### config.mk
export PLATFORM = sky130hd
export DESIGN_NAME = sdram_port_arbiter_flat
export DESIGN_NICKNAME = d
export VERILOG_FILES = /design/src/rtl/sdram_port_arbiter_if.sv /design/src/rtl/sdram_port_arbiter.sv /design/src/flat_wrapper.sv
export SDC_FILE = /design/constraint.sdc
export NUM_CORES = 1
export LEC_CHECK = 0
export CORE_ASPECT_RATIO = 1.75
export CORE_UTILIZATION = 34
export DETAILED_ROUTE_END_ITERATION = 10
export GPL_ROUTABILITY_DRIVEN = 0
export PLACE_DENSITY = 0.87
export SKIP_CTS_REPAIR_TIMING = 1
export SYNTH_ARGS = -nofsm -noshare
export SYNTH_HDL_FRONTEND = slang
export SYNTH_SLANG_ARGS = --single-unit
### constraint.sdc
create_clock -name clk -period 6.8 [get_ports clk]
set_clock_uncertainty 0.1 [all_clocks]
set_input_delay 1.7 -clock clk [delete_from_list [all_inputs] [get_ports clk]]
set_output_delay 1.7 -clock clk [all_outputs]
set_load 0.02 [all_outputs]
### src/rtl/sdram_port_arbiter_if.sv
// Avalon-MM command/response bundle shared by the arbiter's
// requester ports and its SDRAM controller port.
interface sdram_port_arbiter_if #(
  parameter int ADDR_W = 25,
  parameter int DATA_W = 16
);
  localparam int BE_W = DATA_W / 8;

  logic [ADDR_W-1:0] address;
  logic              read;
  logic              write;
  logic [DATA_W-1:0] writedata;
  logic [BE_W-1:0]   byteenable;
  logic              waitrequest;
  logic [DATA_W-1:0] readdata;
  logic              readdatavalid;

  modport master (
    output address,
    output read,
    output write,
    output writedata,
    output byteenable,
    input  waitrequest,
    input  readdata,
    input  readdatavalid
  );

  modport slave (
    input  address,
    input  read,
    input  write,
    input  writedata,
    input  byteenable,
    output waitrequest,
    output readdata,
    output readdatavalid
  );
endinterface

### src/rtl/sdram_port_arbiter.sv
// Two-port Avalon-MM arbiter in front of one SDRAM controller;
// an ID FIFO routes pipelined read data back to its owner.
module sdram_port_arbiter #(
  parameter int ADDR_W      = 25,
  parameter int DATA_W      = 16,
  parameter int MAX_PENDING = 8,
  parameter bit PRIORITY    = 1'b0
) (
  input  logic                 clk,
  input  logic                 rst_n,
  sdram_port_arbiter_if.slave  s0,
  sdram_port_arbiter_if.slave  s1,
  sdram_port_arbiter_if.master m,
  output logic                 proto_err
);
  localparam int BE_W = DATA_W / 8;
  localparam int PW   = $clog2(MAX_PENDING);

  typedef enum logic {
    ST_OPEN,
    ST_LOCKED
  } state_t;

  state_t state_q;
  state_t state_d;
  logic   lock_id_q;
  logic   lock_id_d;
  logic   last_grant_q;

  logic [MAX_PENDING-1:0] id_mem;
  logic [PW-1:0]          wr_ptr;
  logic [PW-1:0]          rd_ptr;
  logic [PW:0]            count;
  logic                   fifo_full;
  logic                   fifo_empty;
  logic                   head_id;

  logic req0;
  logic req1;
  logic gnt_vld;
  logic gnt_id;
  logic cmd_ok;

  logic [ADDR_W-1:0] sel_addr;
  logic [DATA_W-1:0] sel_wdata;
  logic [BE_W-1:0]   sel_be;
  logic              sel_rd;
  logic              sel_wr;

  logic m_rd;
  logic m_wr;
  logic accept;
  logic push;
  logic pop;
  logic rdv_ok;

  assign fifo_full  = (count == (PW+1)'(MAX_PENDING));
  assign fifo_empty = (count == '0);
  assign head_id    = id_mem[rd_ptr];

  assign req0 = s0.write | (s0.read & ~fifo_full);
  assign req1 = s1.write | (s1.read & ~fifo_full);

  // A stalled command keeps its owner until accepted.
  always_comb begin
    gnt_vld = 1'b0;
    gnt_id  = last_grant_q;
    if (state_q == ST_LOCKED) begin
      gnt_vld = 1'b1;
      gnt_id  = lock_id_q;
    end else begin
      unique case ({req1, req0})
        2'b11: begin
          gnt_vld = 1'b1;
          gnt_id  = PRIORITY ? 1'b1 : ~last_grant_q;
        end
        2'b01: begin
          gnt_vld = 1'b1;
          gnt_id  = 1'b0;
        end
        2'b10: begin
          gnt_vld = 1'b1;
          gnt_id  = 1'b1;
        end
        default: ;
      endcase
    end
  end

  assign sel_addr  = gnt_id ? s1.address    : s0.address;
  assign sel_wdata = gnt_id ? s1.writedata  : s0.writedata;
  assign sel_be    = gnt_id ? s1.byteenable : s0.byteenable;
  assign sel_rd    = gnt_id ? s1.read       : s0.read;
  assign sel_wr    = gnt_id ? s1.write      : s0.write;

  assign cmd_ok = rst_n & gnt_vld;
  assign m_rd   = cmd_ok & sel_rd;
  assign m_wr   = cmd_ok & sel_wr;
  assign accept = (m_rd | m_wr) & ~m.waitrequest;
  assign push   = accept & m_rd;
  assign rdv_ok = m.readdatavalid & ~fifo_empty;
  assign pop    = rdv_ok;

  assign m.address    = sel_addr;
  assign m.writedata  = sel_wdata;
  assign m.byteenable = sel_be;
  assign m.read       = m_rd;
  assign m.write      = m_wr;

  assign s0.waitrequest = ~(cmd_ok & ~gnt_id) | m.waitrequest;
  assign s1.waitrequest = ~(cmd_ok & gnt_id) | m.waitrequest;

  assign s0.readdata = m.readdata;
  assign s1.readdata = m.readdata;

  assign s0.readdatavalid = rst_n & rdv_ok & ~head_id;
  assign s1.readdatavalid = rst_n & rdv_ok & head_id;

  always_comb begin
    state_d   = ST_OPEN;
    lock_id_d = lock_id_q;
    if ((m_rd | m_wr) & m.waitrequest) begin
      state_d   = ST_LOCKED;
      lock_id_d = gnt_id;
    end
  end

  always_ff @(posedge clk or negedge rst_n) begin
    if (!rst_n) begin
      state_q      <= ST_OPEN;
      lock_id_q    <= 1'b0;
      last_grant_q <= 1'b1;
    end else begin
      state_q   <= state_d;
      lock_id_q <= lock_id_d;
      if (accept) begin
        last_grant_q <= gnt_id;
      end
    end
  end

  always_ff @(posedge clk or negedge rst_n) begin
    if (!rst_n) begin
      id_mem <= '0;
      wr_ptr <= '0;
      rd_ptr <= '0;
      count  <= '0;
    end else begin
      if (push) begin
        id_mem[wr_ptr] <= gnt_id;
        wr_ptr         <= wr_ptr + PW'(1);
      end
      if (pop) begin
        rd_ptr <= rd_ptr + PW'(1);
      end
      if (push & ~pop) begin
        count <= count + (PW+1)'(1);
      end else if (pop & ~push) begin
        count <= count - (PW+1)'(1);
      end
    end
  end

  // Response with nothing outstanding: the data has no owner.
  always_ff @(posedge clk or negedge rst_n) begin
    if (!rst_n) begin
      proto_err <= 1'b0;
    end else if (m.readdatavalid & fifo_empty) begin
      proto_err <= 1'b1;
    end
  end
endmodule

### src/flat_wrapper.sv
// flat-port wrapper written by rule: the top's interface ports become plain ports
module sdram_port_arbiter_flat 
#(
  parameter int ADDR_W      = 25,
  parameter int DATA_W      = 16,
  parameter int MAX_PENDING = 8,
  parameter bit PRIORITY    = 1'b0
)
  (clk, rst_n, proto_err, s0_address, s0_read, s0_write, s0_writedata, s0_byteenable, s0_waitrequest, s0_readdata, s0_readdatavalid, s1_address, s1_read, s1_write, s1_writedata, s1_byteenable, s1_waitrequest, s1_readdata, s1_readdatavalid, m_address, m_read, m_write, m_writedata, m_byteenable, m_waitrequest, m_readdata, m_readdatavalid);
  sdram_port_arbiter_if #(.ADDR_W(ADDR_W), .DATA_W(DATA_W)) s0_i ();
  sdram_port_arbiter_if #(.ADDR_W(ADDR_W), .DATA_W(DATA_W)) s1_i ();
  sdram_port_arbiter_if #(.ADDR_W(ADDR_W), .DATA_W(DATA_W)) m_i ();
  input  logic clk;
  input  logic rst_n;
  output logic proto_err;
  input wire logic [$bits(s0_i.address)-1:0] s0_address;
  input wire logic [$bits(s0_i.read)-1:0] s0_read;
  input wire logic [$bits(s0_i.write)-1:0] s0_write;
  input wire logic [$bits(s0_i.writedata)-1:0] s0_writedata;
  input wire logic [$bits(s0_i.byteenable)-1:0] s0_byteenable;
  output wire logic [$bits(s0_i.waitrequest)-1:0] s0_waitrequest;
  output wire logic [$bits(s0_i.readdata)-1:0] s0_readdata;
  output wire logic [$bits(s0_i.readdatavalid)-1:0] s0_readdatavalid;
  input wire logic [$bits(s1_i.address)-1:0] s1_address;
  input wire logic [$bits(s1_i.read)-1:0] s1_read;
  input wire logic [$bits(s1_i.write)-1:0] s1_write;
  input wire logic [$bits(s1_i.writedata)-1:0] s1_writedata;
  input wire logic [$bits(s1_i.byteenable)-1:0] s1_byteenable;
  output wire logic [$bits(s1_i.waitrequest)-1:0] s1_waitrequest;
  output wire logic [$bits(s1_i.readdata)-1:0] s1_readdata;
  output wire logic [$bits(s1_i.readdatavalid)-1:0] s1_readdatavalid;
  output wire logic [$bits(m_i.address)-1:0] m_address;
  output wire logic [$bits(m_i.read)-1:0] m_read;
  output wire logic [$bits(m_i.write)-1:0] m_write;
  output wire logic [$bits(m_i.writedata)-1:0] m_writedata;
  output wire logic [$bits(m_i.byteenable)-1:0] m_byteenable;
  input wire logic [$bits(m_i.waitrequest)-1:0] m_waitrequest;
  input wire logic [$bits(m_i.readdata)-1:0] m_readdata;
  input wire logic [$bits(m_i.readdatavalid)-1:0] m_readdatavalid;
  assign s0_i.address = s0_address;
  assign s0_i.read = s0_read;
  assign s0_i.write = s0_write;
  assign s0_i.writedata = s0_writedata;
  assign s0_i.byteenable = s0_byteenable;
  assign s0_waitrequest = s0_i.waitrequest;
  assign s0_readdata = s0_i.readdata;
  assign s0_readdatavalid = s0_i.readdatavalid;
  assign s1_i.address = s1_address;
  assign s1_i.read = s1_read;
  assign s1_i.write = s1_write;
  assign s1_i.writedata = s1_writedata;
  assign s1_i.byteenable = s1_byteenable;
  assign s1_waitrequest = s1_i.waitrequest;
  assign s1_readdata = s1_i.readdata;
  assign s1_readdatavalid = s1_i.readdatavalid;
  assign m_address = m_i.address;
  assign m_read = m_i.read;
  assign m_write = m_i.write;
  assign m_writedata = m_i.writedata;
  assign m_byteenable = m_i.byteenable;
  assign m_i.waitrequest = m_waitrequest;
  assign m_i.readdata = m_readdata;
  assign m_i.readdatavalid = m_readdatavalid;
  sdram_port_arbiter #(.ADDR_W(ADDR_W), .DATA_W(DATA_W), .MAX_PENDING(MAX_PENDING), .PRIORITY(PRIORITY)) u_core (.clk(clk), .rst_n(rst_n), .s0(s0_i), .s1(s1_i), .m(m_i), .proto_err(proto_err));
endmodule
==> summary.md, run 1 <==
| Metric | Value |
|---|---|
| Initial DRC count | `132` |
| Flop and latch count out of synthesis | `22` |
| Total track usage | `0.226` |
| Psw | `0.547 mW` |
| Distinct cells, synth | `41` |
| Peak supply drop | `0.213 mV` |
| Design area | `3420 µm²` |
| Clock Sinks | `22` |
| Crit. End Element | `output pin` |
| Worst R2R End | `u_core.count[3]` |
| HPWL after DPL | `6.32 mm` |
| Pre-CTS WS | `578 ps` |
| Drt wl/cell | `15.5 µm` |
| DRC | `0` |
| Number of H-tree levels | `1` |
| Core ar. | `5970 µm²` |
| Synth-to-layout area growth | `60.5%` |
| Req. time, crit path | `5000 ps` |
| Setup slack after layout | `569 ps` |
| Post-route ant nets | `0` |
| Root Driver | `clkbuf_8` |
| Reg-to-Reg Start | `u_core.count[0]` |
| Synthesized instance count | `310` |
| Final slew viol count | `0` |
| Placed cell area | `3380 µm²` |
| Largest net degree at the start of global routing | `53` |
| Share of layout cells above drive strength 1 | `0.0388` |
| Overflow after GRT | `0` |
| Post-synth EDFFs | `0` |
| # rows | `37` |
| Status | `finished clean` |
| PD cells | `339 nW/µm²` |
| Ant diodes | `0` |
| Power Internal | `0.614 mW` |
| Synthesized area | `2130 µm²` |
| Setup Total Neg Slack | `0 ps` |
| Port bufs | `143` |
| Yosys warns | `0` |
| Sequential area share after synthesis | `0.259` |
| Initial antenna violation count | `0` |
| Slew @ Worst Pin | `902 ps` |
| Initial Utilization | `0.357` |
| Max-Cap Viols | `0` |
| Area fraction of the dominant cell type after synthesis | `0.257` |
| Die extent in x | `61.9 µm` |
| Worst Setup SP | `s1_read` |
| Sequential power share | `0.210` |
| Post-synth top area cell | `nand2_1` |
| Total power | `1.16 mW` |
| Final setup viols | `0` |
| R2R depth | `13` |
| Setup crit start kind | `primary input` |
| Io pins | `192` |
| Syn_area_per_cell | `6.88 µm²` |
| Syn nets | `426` |
| First-pass GRT wire length | `10.8 mm` |
| Final WL | `7.61 mm` |
| Total CTS buffers | `3` |
| Synth Flop Type | `dfrtp_1` |
| Nets@finish | `529` |
| Clock power share | `0.073` |
| Pre-antenna DRT Iters | `4` |
| TritonCTS clock tree | `built` |
| Die height | `107 µm` |
| Min-Delay Path Class | `reg -> reg` |
| Sw Share | `0.471` |
| Synth top area cells | `nand2_1, dfrtp_1, buf_4` |
| Clock tree buffer depth | `2` |
| Max-slew headroom | `0.398` |
| Clock Pin Slew Worst Setup and Hold Paths | `70 ps` |
| Via density | `4.94` |
| Static Leak | `1.53 nW` |
| CP Max Fanout | `52` |
| Crit path capture | `m_read` |
| Reg2reg setup slack | `3320 ps` |
| Arrival @ worst endpoint | `4430 ps` |
| Most common cell in the netlist | `nand2_1` |
| Combinational Power Share | `0.717` |
| Routed via count | `2421` |
| RSZ-0062 raised after global routing | `false` |
| Clk_lat worst skew | `270 ps` |
| Vias in the first global route | `2203` |
| Ys async rst share | `1.00` |
| F_max | `0.160 GHz` |
| Fin. Hold Viols | `0` |
| Period utilisation layout | `0.916` |
| Synth cell count leaders | `nand2_1, buf_4, dfrtp_1` |
| Min-Delay Path Depth | `1` |
| Crit Path Category | `in -> out` |
| Die ar. | `6610 µm²` |
| Hold_ws | `369 ps` |
| Min cycle time layout | `6230 ps` |
[metrics by stage]
stage	utilization	cells
after floorplan	-	310
after global placement	0.566	486
after detailed placement	0.566	486
after CTS	0.573	490
after global routing	0.573	490
final	0.573	490
[critical path, stage by stage]
cell and delay [ps]:
clkdlybuf4s50_1 500, nor4b_1 420, or3_2 810, nand2_1 140, a21oi_1 220, clkdlybuf4s50_1 630
[logic make-up (layout without fill, tap and decap cells)]
| logic type | Yosys count | after routing | synth area share |
|---|---|---|---|
| AO/OA/AOI/OAI | 30 | 30 | 0.106 |
| XOR/XNOR | 8 | 8 | 0.0328 |
| multiplexers | 7 | 7 | 0.0457 |
| adder cells (fa/ha/maj) | 6 | 6 | 0.0387 |
| flip-flops | 22 | 22 | 0.259 |
| buffers and inverters | 53 | 155 | 0.159 |
| AND/OR/NAND/NOR | 184 | 184 | 0.360 |
[metal layers]
metal	share of wire	vias to the layer above	routed length [µm]	global-route usage
met5	0	-	0	0
met4	0.027	0	206	0.0889
met3	0.10	16	780	0.0663
met2	0.52	121	3920	0.407
met1	0.36	1105	2700	0.231
li1	-	1179	-	-
[cell usage in the layout (no fill, tap or decap), types with 4 or more instances in the layout]
master	instances
o21ai_0	8
ha_1	5
nand2_1	146
nor2_1	12
a2bb2oi_1	6
dfrtp_1	21
xnor2_1	5
buf_4	5
clkdlybuf4s50_1	143
a221o_1	4
[state kept, by name (all words and copies together) (netlist names)]
| signal | flops |
|---|---|
| u_core.rd_ptr | 3 |
| u_core.id_mem | 8 |
| u_core.state_q | 1 |
| u_core.proto_err | 1 |
| u_core.wr_ptr | 3 |
| u_core.count | 4 |
| u_core.lock_id_q | 1 |
| u_core.last_grant_q | 1 |
[power groups by stage]
stage	clock network [mW]	registers [mW]	logic, mW
2_1_floorplan	0	0.221	0.529
3_3_place_gp	0	0.241	0.822
3_5_place_dp	0	0.244	0.834
4_1_cts	0.0861	0.242	0.839
5_1_grt	0.0904	0.252	0.907
6_report	0.0842	0.244	0.832
[final cells by class]
cell class,count,area (µm²)
fill,551,2550
timing repair buffer,148,1470
multi-input combinational,235,1250
sequential,22,552
tap,78,97.6
clock buffer,4,45.0
inverter,3,11.3
[worst min path at each step]
stage | from | slack, ps | end
6_report | u_core.proto_err | 370 | u_core.proto_err
5_1_grt | u_core.proto_err | 420 | u_core.proto_err
4_1_cts | u_core.proto_err | 370 | u_core.proto_err
3_5_place_dp | u_core.proto_err | 350 | u_core.proto_err
3_3_place_gp | u_core.proto_err | 350 | u_core.proto_err
2_1_floorplan | u_core.count[3] | 360 | u_core.count[3]
No activity file was read; power rests on OpenSTA's default activity.
==> run 2: changes to the inputs <==
--- a/config.mk
+++ b/config.mk
@@ -9,6 +9,7 @@
 export CORE_UTILIZATION = 34
 export DETAILED_ROUTE_END_ITERATION = 10
 export GPL_ROUTABILITY_DRIVEN = 0
+export HOLD_SLACK_MARGIN = 0.06
 export PLACE_DENSITY = 0.87
 export SKIP_CTS_REPAIR_TIMING = 1
 export SYNTH_ARGS = -nofsm -noshare
==> results of run 2 <==
Final layout, timing and power as in run 1 (identical DEF).
==> run 3: changes to the inputs <==
--- a/config.mk
+++ b/config.mk
@@ -5,12 +5,14 @@
 export SDC_FILE = /design/constraint.sdc
 export NUM_CORES = 1
 export LEC_CHECK = 0
-export CORE_ASPECT_RATIO = 1.75
-export CORE_UTILIZATION = 34
+export CORE_ASPECT_RATIO = 1.2
+export CORE_UTILIZATION = 35
+export CTS_BUF_LIST = sky130_fd_sc_hd__clkbuf_4 sky130_fd_sc_hd__clkbuf_8
 export DETAILED_ROUTE_END_ITERATION = 10
 export GPL_ROUTABILITY_DRIVEN = 0
 export HOLD_SLACK_MARGIN = 0.06
-export PLACE_DENSITY = 0.87
+export PLACE_DENSITY = 0.89
+export RECOVER_POWER = 100
 export SKIP_CTS_REPAIR_TIMING = 1
 export SYNTH_ARGS = -nofsm -noshare
 export SYNTH_HDL_FRONTEND = slang
==> summary.md, run 3 (synthesized netlist as in run 1, its figures left out) <==
| Metric | Value |
|---|---|
| DRC | `0` |
| Die height | `87.5 µm` |
| Crit-path slowest cell | `dlygate4sd3_1` |
| Setup slack after layout | `347 ps` |
| Slew @ Worst Pin | `1340 ps` |
| Final setup viols | `0` |
| Io pins | `192` |
| Routed via count | `2418` |
| Die ar. | `6410 µm²` |
| Max-slew headroom | `0.105` |
| Crit. End Element | `output pin` |
| Pre-antenna DRT Iters | `4` |
| Min-Delay Path Class | `reg -> reg` |
| Worst path max stage delay | `710 ps` |
| Peak supply drop | `0.244 mV` |
| Core ar. | `5780 µm²` |
| Min cycle time layout | `6450 ps` |
| Overflow after GRT | `0` |
| Most common cell after layout, fill and taps aside | `nand2_1` |
| Port bufs | `143` |
| Ant diodes | `0` |
| CP Max Fanout | `18` |
| Period utilisation layout | `0.949` |
| Reg-to-Reg Start | `u_core.count[3]` |
| Final slew viol count | `0` |
| Post-Route Utilization | `0.596` |
| Vias in the first global route | `2261` |
| Status | `finished clean` |
| Pre-CTS WS | `542 ps` |
| Req. time, crit path | `5000 ps` |
| Final WL | `7.36 mm` |
| Largest regs | `u_core.id_mem: 8 flops, u_core.count: 4 flops` |
| Share of layout cells above drive strength 1 | `0.0364` |
| Die extent in x | `73.3 µm` |
| Biggest register | `u_core.id_mem` |
| Max reg flops | `8` |
| Initial Utilization | `0.369` |
| Clock Sinks | `22` |
| Drt wl/cell | `15.0 µm` |
| Number of H-tree levels | `1` |
| Largest net degree at the start of global routing | `30` |
| Nets@finish | `529` |
| First-pass GRT wire length | `11.1 mm` |
| Crit Path Category | `in -> out` |
| Root Driver | `clkbuf_8` |
| TritonCTS clock tree | `built` |
| Initial antenna violation count | `1` |
| HPWL after DPL | `5.91 mm` |
| Max-Cap Viols | `0` |
| F_max | `0.155 GHz` |
| Clock tree buffer depth | `2` |
| CP cell instances | `dlygate4sd3_1 -> nor4b_1 -> or3_1 -> buf_4 -> nand2_1 -> nand2_1 -> dlygate4sd3_1` |
| Setup Total Neg Slack | `0 ps` |
| Clock Pin Slew Worst Setup and Hold Paths | `90 ps` |
| RSZ-0062 raised after global routing | `false` |
| Setup crit start kind | `primary input` |
| PD cells | `336 nW/µm²` |
| Design area | `3450 µm²` |
| Fin. Hold Viols | `0` |
| Clk_lat worst skew | `270 ps` |
| Dpl cells | `488` |
| Hold path startpoint | `u_core.proto_err` |
| Arrival @ worst endpoint | `4650 ps` |
| Total CTS buffers | `3` |
| # rows | `30` |
| Worst Setup SP | `s1_read` |
| Placed cell area | `3380 µm²` |
| Commonest non-fill, non-tap cells in the layout | `nand2_1, clkdlybuf4s50_1, dlygate4sd3_1` |
| Post-Layout Cell Count | `492` |
| Synth-to-layout area growth | `61.6%` |
| Total track usage | `0.223` |
| Initial DRC count | `75` |
| Post-route ant nets | `0` |
| Static Leak | `1.57 nW` |
| Via density | `4.91` |
## run 3: changes by cell type in the layout (fill, tap and decap cells not counted)
cell | previous run | this run
clkdlybuf4s50_1 | 143 | 93
dlygate4sd3_1 | 0 | 50
and2_0 | 0 | 1
and2_1 | 1 | 0
buf_4 | 5 | 4
bufinv_16 | 0 | 1
o21ai_0 | 8 | 9
o21ai_1 | 1 | 0
or3_1 | 0 | 1
or3_2 | 1 | 0
## run 3: cell type report
cell class,instances,area (µm²)
clock inverter,1,30.0
timing repair buffer,148,1470
multi-input combinational,235,1250
inverter,3,11.3
sequential,22,552
tap,80,100
clock buffer,3,41.3
fill,527,2330
## run 3: final timing paths
kind                            slack (ps)  depth (start not counted)          endpoint
worst max-delay path                   350                          7     m_address[10]
worst min-delay path                   370                          1  u_core.proto_err
worst max register to register        3200                         12   u_core.count[3]
worst min register to register         370                          1  u_core.proto_err
max in group asynchronous             3610                          2  u_core.wr_ptr[2]
min in group asynchronous             2200                          2  u_core.proto_err
## run 3: critical path: cells and delay by family
| family | cells | cell delay (ps) |
|---|---|---|
| buf+inv | 3 | 1700 |
| simple gates | 4 | 1230 |
## run 3: metrics by stage
| stage | power (mW) | hold WS, ps |
|---|---|---|
| after floorplan | 0.750 | 356 |
| after global placement | 1.05 | 344 |
| after detailed placement | 1.08 | 357 |
| after CTS | 1.20 | 374 |
| after global routing | 1.24 | 385 |
| final | 1.16 | 367 |
## run 3: per-layer routing
| layer | share of wire | track usage |
|---|---|---|
| met1 | 0.36 | 0.243 |
| met2 | 0.50 | 0.394 |
| met3 | 0.12 | 0.0810 |
| met4 | 0.023 | 0.0784 |
| met5 | 0.0018 | 0 |
## run 3: power by group
part | switching (mW) | leakage [nW] | internal (mW) | total (mW)
clock network | 0.0486 | 0.0357 | 0.0788 | 0.127
registers | 0.0665 | 0.256 | 0.177 | 0.243
logic | 0.431 | 1.28 | 0.358 | 0.789
